<file path="config.mk">
export PLATFORM = sky130hd
export DESIGN_NAME = noc_packet_consumer
export DESIGN_NICKNAME = d
export VERILOG_FILES = /design/src/rtl/noc_packet_consumer.sv
export SDC_FILE = /design/constraint.sdc
export NUM_CORES = 1
export LEC_CHECK = 0
export CORE_UTILIZATION = 45
export CTS_CLUSTER_SIZE = 28
export DETAILED_ROUTE_END_ITERATION = 8
export GPL_TIMING_DRIVEN = 0
export PLACE_DENSITY = 0.74
export SYNTH_ARGS = -nofsm -noshare
export SYNTH_HDL_FRONTEND = slang
export SYNTH_SLANG_ARGS = --single-unit
</file>
<file path="constraint.sdc">
create_clock -name clk_noc -period 3.1 [get_ports clk_noc]
set_input_delay 0.62 -clock clk_noc [delete_from_list [all_inputs] [get_ports clk_noc]]
set_output_delay 0.62 -clock clk_noc [all_outputs]
set_load 0.05 [all_outputs]
</file>
<file path="src/rtl/noc_packet_consumer.sv">
// NoC ejection-port packet consumer.
// Turns 64-bit flits back into a byte-wide AXI stream.
module noc_packet_consumer #(
  parameter int NocDataWidth             = 64,
  parameter int AxisDataWidth            = 8,
  parameter int flitTypeSize             = 2,
  parameter int NocVirtualChannelIdWidth = 3,
  parameter int NocBroadcastWidth        = 1,
  parameter int TIdWidth                 = 8,
  parameter int TDestWidth               = 11
) (
  input  logic                                clk_noc,
  input  logic                                rst_noc,
  input  logic [NocDataWidth-1:0]             network_flit_i,
  input  logic [flitTypeSize-1:0]             network_flit_type_i,
  input  logic [NocVirtualChannelIdWidth-1:0] network_vc_i,
  input  logic [NocBroadcastWidth-1:0]        network_broadcast_i,
  input  logic                                network_valid_i,
  output logic                                network_ready_o,
  output logic [AxisDataWidth-1:0]            m_axis_tdata,
  output logic                                m_axis_tvalid,
  input  logic                                m_axis_tready,
  output logic                                m_axis_tlast,
  output logic [TIdWidth-1:0]                 m_axis_tid,
  output logic [TDestWidth-1:0]               m_axis_tdest,
  output logic [TDestWidth-1:0]               m_axis_tuser,
  output logic                                protocol_error_o
);

  typedef enum logic {IDLE, IN_PACKET} state_t;

  // Slot 0 carries the held byte, slots 1..8 the flit bytes.
  localparam int Slots = 9;

  state_t              state_q, state_d;
  logic [Slots*8-1:0]  buf_q, buf_d;
  logic [Slots-1:0]    mask_q, mask_d;
  logic [Slots-1:0]    new_mask;
  logic                term_q, term_d;
  logic [7:0]          hold_q, hold_d;
  logic                hold_v_q, hold_v_d;
  logic [TIdWidth-1:0] tid_q, tid_d;
  logic [10:0]         dst_q, dst_d;
  logic [10:0]         src_q, src_d;

  logic [Slots-1:0]    first_oh;
  logic [7:0]          byte_sel;
  logic                loaded;
  logic                hs;
  logic                last_em;
  logic                final_em;
  logic                accept;
  logic                err;
  logic                is_head;
  logic                is_ht;
  logic                is_body;
  logic                is_tail;
  logic                unused_sideband;

  assign unused_sideband = ^{network_vc_i, network_broadcast_i};

  assign is_ht   = network_flit_type_i == 2'b11;
  assign is_head = (network_flit_type_i == 2'b00) | is_ht;
  assign is_body = network_flit_type_i == 2'b01;
  assign is_tail = network_flit_type_i == 2'b10;

  // Pick the lowest pending slot as the byte on the bus.
  always_comb begin
    first_oh = mask_q & (~mask_q + 9'd1);
    byte_sel = '0;
    for (int i = 0; i < Slots; i++) begin
      byte_sel = byte_sel
               | (buf_q[i*8 +: 8] & {8{first_oh[i]}});
    end
  end

  assign loaded   = |mask_q;
  assign last_em  = (mask_q & ~first_oh) == '0;
  assign hs       = loaded & m_axis_tready & ~rst_noc;
  assign final_em = hs & last_em;

  assign network_ready_o  = ~rst_noc & (~loaded | final_em);
  assign accept           = network_valid_i & network_ready_o;
  assign protocol_error_o = err;

  assign m_axis_tvalid = loaded & ~rst_noc;
  assign m_axis_tdata  = rst_noc ? '0 : byte_sel;
  assign m_axis_tlast  = m_axis_tvalid & term_q & last_em;
  assign m_axis_tid    = rst_noc ? '0 : tid_q;
  assign m_axis_tdest  = rst_noc ? '0 : dst_q;
  assign m_axis_tuser  = rst_noc ? '0 : src_q;

  // Next state: retire emitted slots, decode accepted flits.
  always_comb begin
    state_d  = state_q;
    buf_d    = buf_q;
    mask_d   = mask_q;
    term_d   = term_q;
    hold_d   = hold_q;
    hold_v_d = hold_v_q;
    tid_d    = tid_q;
    dst_d    = dst_q;
    src_d    = src_q;
    new_mask = '0;
    err      = 1'b0;
    if (hs) mask_d = mask_q & ~first_oh;
    if (accept) begin
      unique case (1'b1)
        is_head: begin
          new_mask = {4'b0, ~network_flit_i[35:32], 1'b0};
          err      = (state_q == IN_PACKET)
                   | (is_ht & ~|new_mask);
          buf_d    = {network_flit_i, 8'h00};
          mask_d   = new_mask;
          term_d   = is_ht;
          hold_d   = '0;
          hold_v_d = 1'b0;
          tid_d    = TIdWidth'(network_flit_i[41:37]);
          dst_d    = network_flit_i[63:53];
          src_d    = network_flit_i[52:42];
          state_d  = is_ht ? IDLE : IN_PACKET;
        end
        is_body: begin
          if (state_q == IDLE) begin
            err = 1'b1;
          end else begin
            new_mask = {1'b0, 7'h7F, hold_v_q};
            buf_d    = {network_flit_i, hold_q};
            mask_d   = new_mask;
            term_d   = 1'b0;
            hold_d   = network_flit_i[63:56];
            hold_v_d = 1'b1;
          end
        end
        is_tail: begin
          if (state_q == IDLE) begin
            err = 1'b1;
          end else begin
            new_mask = {1'b0, ~network_flit_i[62:56],
                        hold_v_q};
            err      = ~|new_mask;
            buf_d    = {network_flit_i, hold_q};
            mask_d   = new_mask;
            term_d   = 1'b1;
            hold_d   = '0;
            hold_v_d = 1'b0;
            state_d  = IDLE;
          end
        end
        default: ;
      endcase
    end
  end

  // State, flit buffer, hold byte and header registers.
  always_ff @(posedge clk_noc) begin
    if (rst_noc) begin
      state_q  <= IDLE;
      buf_q    <= '0;
      mask_q   <= '0;
      term_q   <= 1'b0;
      hold_q   <= '0;
      hold_v_q <= 1'b0;
      tid_q    <= '0;
      dst_q    <= '0;
      src_q    <= '0;
    end else begin
      state_q  <= state_d;
      buf_q    <= buf_d;
      mask_q   <= mask_d;
      term_q   <= term_d;
      hold_q   <= hold_d;
      hold_v_q <= hold_v_d;
      tid_q    <= tid_d;
      dst_q    <= dst_d;
      src_q    <= src_d;
    end
  end

endmodule

</file>
==> flow_metrics.py, run 1 <==
metrics = {
    "global_routing": {
        "grt_pass1_vias": 5521,
        "grt_remaining_overflow": 0,
        "grt.met3_usage": 0.0759,
        "grt_use_met2": 0.458,
        "grt_pass1_wl_um": 28200,
        "grt.busiest_layer": "met2",
        "antenna_found_initial": 0,
        "met1_usage": 0.360,
        "grt_usage": 0.283,
        "grt_max_degree": 17,
    },
    "detailed_routing": {
        "wl_per_cell_um": 18.2,
        "drt-total-wl_um": 18100,
        "drcViolationCount": 0,
        "antenna_left": 0,
        "firstDrtPassIters": 6,
        "drtIter0Drc": 481,
        "via_count": 5431,
        "vias_per_cell": 5.45,
    },
    "finish": {
        "area_growth_pct": 38.9,
        "drive_above_1_share": 0.136,
        "layout.nets": 895,
        "nFillCells": 1024,
        "fin_cells": 996,
        "antenna_cells": 0,
        "final_cell_mix": "nand2_1, dfxtp_1, mux2i_1, clkdlybuf4s50_1, inv_1",
        "final_common_cell": "nand2_1",
    },
    "sta": {
        "grt_setup_unrepaired": "true",
        "maxSlewViolCount": 0,
        "finalSetupViolations": 1,
        "slew_headroom": 0.490,
        "whs_ns": 0.460,
        "finalCritPeriodShare": 1.01,
        "fmax_ghz": 0.320,
        "skew_ns": 0.00643,
        "worst_slack_ns": -0.0271,
        "worst_slew_pin_slew_ns": 0.765,
        "finalHoldViolations": 0,
        "setup_tns_ns": -0.0271,
        "period_needed_ns": 3.13,
    },
    "pwr": {
        "netSwitchingFraction": 0.281,
        "powerDensity_mw_per_mm2": 604,
        "power_switching_mw": 1.36,
        "p_seq_frac": 0.353,
        "p_clk_frac": 0.436,
        "ir_drop_v": 0.000434,
        "power.total_mw": 4.83,
        "p_leak_nw": 3.25,
        "comb_power_share": 0.211,
        "p_int_mw": 3.48,
    },
    "floorplan": {
        "initial_core_util": 0.470,
        "die_w_um": 115,
        "core_sq_mm": 0.0123,
        "chipHeight_um": 115,
        "io_pins": 116,
        "dieArea_sq_mm": 0.0133,
        "rows": 40,
    },
    "synthesis": {
        "synthSimpleGateAreaFrac": 0.189,
        "synth_area_leaders": "dfxtp_1, mux2i_1, nand2_1, clkbuf_1, buf_6",
        "synthFlopType": "dfxtp_1",
        "synth_fa_ha_area_frac": 0.00869,
        "ys.warnings.count": 0,
        "synth.distinct_cells": 47,
        "syn_avg_cell_area_sq_um": 8.41,
        "ys_seq_area_frac": 0.414,
        "synth_xor_xnor_area_share": 0,
        "netlist.top_cell.by_area": "dfxtp_1",
        "async_flop_share": 0,
        "ys_ff_latch": 119,
        "netlist_area_sq_mm": 0.00576,
        "synth_mux_area_frac": 0.180,
        "synth_edf_count": 0,
        "synth_compound_area_frac": 0.130,
        "syn_inst": 685,
        "synth_top_family_by_area": "simple AND/OR/NAND/NOR gates",
        "synth_top_area_share": 0.414,
    },
    "worst_setup_path": {
        "arrival_ns": 2.51,
        "reg2reg_depth": 8,
        "slowest_delay_ns": 0.59,
        "path_class": "reg2out",
        "end_kind": "output port",
        "r2r-end": "buf_q[53]",
        "critical_path_required_ns": 2.48,
        "cp_slowest_cell": "or4_4",
        "r2r_start": "mask_q[2]",
        "r2r_slack_ns": 0.32,
        "cp-start-kind": "register",
        "cp_cell_sequence": "or4_4, or3_4, and3_4, a21oi_2, o21ai_1, and3_1, buf_6",
        "cp_max_fo": 7,
    },
    "clock_network": {
        "cts.sinks": 119,
        "insertion_delay_ns": 0.42,
        "clk_pin_slew_ns": 0.06,
        "cts.path.max_buffers": 2,
        "cts_root_buffer": "clkbuf_16",
        "htree_levels": 4,
        "cts_inserted_buffers": 17,
        "cts_tree": "built",
    },
    "place": {
        "io_buffers": 107,
        "post-place-ws_ns": -1.03,
        "dp.cells": 962,
        "gp_congestion": 0.889,
        "dp_hpwl_um": 13100,
    },
    "worst_hold_path": {
        "hold_end": "buf_q[8]",
        "min_path_type": "reg2reg",
        "min-delay-start": "buf_q[8]",
        "hold_depth": 2,
    },
    "run_status": {
        "status": "finished, violations left",
        "violations": "negative setup slack",
    },
    "flow_run": {
        "cap_violations": 0,
    },
}
==> registers in the layout, summed over array words and instances (netlist names) <==
register,flops
mask_q,9
hold_v_q,1
state_q,1
buf_q,72
term_q,1
dst_q,11
hold_q,8
src_q,11
tid_q,5
==> per-stage QoR <==
| step | area, sq um | utilization |
|---|---|---|
| 2_1_floorplan | 5890 | - |
| 3_3_place_gp | 7170 | 0.585 |
| 3_5_place_dp | 7170 | 0.585 |
| 4_1_cts | 7900 | 0.644 |
| 5_1_grt | 8000 | 0.652 |
| 6_report | 8000 | 0.652 |
==> critical path, delay by kind of cell (launching register included) <==
kind,cells,cell delay [ns]
AND/OR/NAND/NOR,4,1.38
flip-flops,1,0.37
AO/OA/AOI/OAI,2,0.18
buffers and inverters,1,0.15
==> routing by layer <==
layer / up-vias / wire (um) / share of wire
met5: - / 0 / 0
met3: 39 / 1240 / 0.068
met2: 221 / 8470 / 0.47
met1: 2570 / 7910 / 0.44
li1: 2601 / - / -
met4: 0 / 495 / 0.027
==> Yosys cell counts, types with 3 or more instances <==
master	n
o32ai_1	8
nor2b_1	3
buf_4	5
a22oi_1	3
nand2_1	209
nor3b_1	3
mux2i_1	101
o21ai_0	22
nor2_1	19
dfxtp_1	119
clkbuf_1	36
a222oi_1	8
a31oi_1	9
o211ai_1	6
ha_1	4
a221oi_1	8
a21oi_1	17
buf_6	12
a211oi_1	5
nand3_1	11
and3_1	5
inv_1	35
nor3_1	5
a21o_1	3
==> layout make-up <==
class / instances / area, sq um / share of cell area
multi-input cells: 478 / 3190 / 0.398
flip-flops and latches: 119 / 2390 / 0.298
repair buffers: 117 / 1170 / 0.147
clock buffers: 22 / 474 / 0.0593
plain buffers: 48 / 285 / 0.0357
well taps: 168 / 210 / 0.0263
clock inverters: 8 / 146 / 0.0183
inverters: 36 / 135 / 0.0169
==> timing repair <==
item | in CTS | in global routing
buffers inserted | 6 | 4
pin swaps | 7 | 9
gates cloned | 0 | 0
resized for setup | 100 | 28
endpoints found under the setup margin | 39 | 16
hold buffers | 0 | 0
==> how the worst max path moves through the flow <==
stage,end,startpoint
after CTS,m_axis_tdata[7],mask_q[1]
after floorplan,protocol_error_o,mask_q[2]
after global routing,m_axis_tlast,mask_q[2]
after global placement,m_axis_tdata[7],mask_q[0]
after detailed placement,m_axis_tdata[5],mask_q[0]
final,m_axis_tlast,mask_q[2]
==> kinds of logic (layout without fill, tap and decap cells) <==
| group | Yosys count | count (layout) |
|---|---|---|
| muxes | 103 | 103 |
| buffers and inverters | 90 | 231 |
| other | 1 | 3 |
| AOI/OAI and AO/OA | 103 | 103 |
| and+or+nand+nor | 265 | 265 |
| adders and majority gates | 4 | 4 |
| DFF | 119 | 119 |
==> power by group through the flow <==
| stage | Sequential (mW) | Clock (mW) | Combinational [mW] |
|---|---|---|---|
| global placement | 1.72 | 0 | 0.882 |
| CTS | 1.70 | 2.12 | 0.954 |
| finish | 1.71 | 2.11 | 1.02 |
| floorplan | 1.71 | 0 | 0.623 |
| detailed placement | 1.73 | 0 | 0.895 |
| global route | 1.71 | 2.19 | 1.08 |
(Power assumes the default switching activity.)
==> run 2, diff against run 1 <==
Settings changed: CORE_UTILIZATION 45 to 52, PLACE_DENSITY 0.74 to 0.81.
==> flow_metrics.py, run 2 (same netlist as run 1, synthesis figures left out) <==
metrics = {
    "floorplan": {
        "initial_core_util": 0.534,
        "io_pins": 116,
        "dieArea_sq_mm": 0.0115,
        "rows": 38,
        "die_w_um": 107,
        "core_sq_mm": 0.0108,
        "chipHeight_um": 107,
    },
    "sta": {
        "worst_slack_ns": -0.0963,
        "finalCritPeriodShare": 1.03,
        "setup_tns_ns": -0.450,
        "skew_ns": 0.00826,
        "grt_setup_unrepaired": "true",
        "maxSlewViolCount": 0,
        "fmax_ghz": 0.313,
        "whs_ns": 0.459,
        "finalSetupViolations": 11,
        "finalHoldViolations": 0,
        "worst_slew_pin_slew_ns": 0.857,
        "period_needed_ns": 3.20,
        "slew_headroom": 0.429,
    },
    "worst_setup_path": {
        "path_class": "reg2out",
        "end_kind": "output port",
        "cp_max_fo": 8,
        "cp-start-kind": "register",
        "slowest_delay_ns": 0.59,
        "path_common_cell": "buf_6",
        "cp_top_family": "simple AND/OR/NAND/NOR gates",
        "r2r_slack_ns": 0.08,
        "critical_path_required_ns": 2.48,
        "path_buf_inv": 3,
        "cp_cell_sequence": "or4_4, buf_6, nor2_4, and3_4, buf_6, a221oi_4, a31oi_4, buf_6",
        "cp_slowest_cell": "or4_4",
        "arrival_ns": 2.58,
    },
    "detailed_routing": {
        "firstDrtPassIters": 5,
        "vias_per_cell": 5.87,
        "drt-total-wl_um": 18900,
        "via_count": 5717,
        "antenna_left": 0,
        "drtIter0Drc": 398,
        "wl_per_cell_um": 19.4,
        "drcViolationCount": 0,
    },
    "global_routing": {
        "grt_pass1_wl_um": 29600,
        "grt_remaining_overflow": 0,
        "grt_usage": 0.338,
        "grt_pass1_vias": 5815,
        "antenna_found_initial": 0,
        "grt_max_degree": 17,
    },
    "flow_run": {
        "cap_violations": 0,
    },
    "finish": {
        "area_growth_pct": 40.5,
        "largest_register_ffs": 72,
        "largestRegisters": "buf_q: 72 flops, dst_q: 11 flops, src_q: 11 flops",
        "final_cell_mix": "nand2_1, dfxtp_1, mux2i_1, clkdlybuf4s50_1, inv_1",
        "largest_register": "buf_q",
        "drive_above_1_share": 0.145,
        "layout.nets": 900,
        "antenna_cells": 0,
        "final_common_cell": "nand2_1",
    },
    "clock_network": {
        "cts_inserted_buffers": 17,
        "htree_levels": 4,
        "clk_pin_slew_ns": 0.06,
        "cts_root_buffer": "clkbuf_8",
        "insertion_delay_ns": 0.52,
        "cts_hold_buf": 0,
        "cts.path.max_buffers": 2,
        "cts_tree": "built",
        "cts.sinks": 119,
    },
    "pwr": {
        "p_clk_frac": 0.438,
        "p_int_mw": 3.56,
        "p_seq_frac": 0.346,
        "comb_power_share": 0.216,
        "power_switching_mw": 1.38,
        "p_leak_nw": 3.38,
        "netSwitchingFraction": 0.279,
        "powerDensity_mw_per_mm2": 611,
        "ir_drop_v": 0.000383,
    },
    "worst_hold_path": {
        "min_path_type": "reg2reg",
    },
    "place": {
        "io_buffers": 107,
        "dp_hpwl_um": 13000,
        "gp_congestion": 0.924,
    },
    "run_status": {
        "status": "finished, violations left",
        "violations": "negative setup slack",
    },
}
==> run 2: changes by cell type in the layout (fill, tap and decap cells not counted), moves of 2 or more <==
cell,before,now
clkbuf_2,8,6
dfxtp_1,117,114
dfxtp_2,1,4
clkbuf_1,26,28
buf_8,0,2
dlymetal6s2s_1,5,7
buf_6,19,22
o21ai_2,0,2
nor2_2,3,1
clkbuf_8,3,5
dlygate4sd2_1,3,12
clkdlybuf4s50_1,88,77
o21ai_1,4,2
==> run 2: worst paths after layout <==
kind | from | endpoint | depth (start not counted)
hold / removal | buf_q[64] | buf_q[64] | 2
hold reg to reg | buf_q[64] | buf_q[64] | 2
setup reg to reg | mask_q[3] | buf_q[48] | 10
setup / recovery | mask_q[3] | m_axis_tdata[4] | 8
==> run 2: per-stage QoR <==
stage / worst slack (ns) / total power [mW] / std cells / area [sq um] / util
global route: -0.147 / 5.07 / 974 / 8090 / 0.750
detailed placement: -1.32 / 2.63 / 934 / 7140 / 0.661
finish: -0.0963 / 4.94 / 974 / 8090 / 0.750
global placement: -1.15 / 2.61 / 934 / 7140 / 0.661
CTS: -0.0629 / 4.86 / 972 / 8010 / 0.742
floorplan: -0.145 / 2.33 / 687 / 5890 / -
==> run 2: routing by layer <==
| layer | up-vias | share of wire | track usage |
|---|---|---|---|
| met4 | 0 | 0.040 | 0.163 |
| met3 | 73 | 0.073 | 0.0869 |
| met2 | 275 | 0.49 | 0.578 |
| met1 | 2744 | 0.39 | 0.393 |
| li1 | 2625 | - | - |
| met5 | - | 0 | 0 |
==> run 2: layout make-up <==
| class | count | area [sq um] |
|---|---|---|
| clock buffer | 23 | 477 |
| sequential | 119 | 2390 |
| timing repair buffer | 122 | 1240 |
| buffer | 48 | 290 |
| inverter | 36 | 135 |
| multi-input combinational | 478 | 3220 |
| clock inverter | 8 | 168 |
| tap | 140 | 175 |
| fill | 764 | 2700 |
==> run 2: worst min-delay path, delay by kind of cell, from the launching register on <==
family	cells	cell delay, ns
simple gates	1	0.05
flops	1	0.31
mux	1	0.05
==> run 2: repair_timing <==
item                                    CTS  global route
pin swaps                                16             4
endpoints found under the setup margin   39            37
setup buffers                            13             2
resized for setup                       130            21
cloned                                    0             0
==> run 2: power by group through the flow <==
stage          clock [mW]  sequential [mW]  combinational (mW)
4_1_cts              2.15             1.71                1.00
5_1_grt              2.23             1.72                1.13
3_5_place_dp            0             1.73               0.904
2_1_floorplan           0             1.71               0.623
6_report             2.16             1.71                1.07
3_3_place_gp            0             1.73               0.882
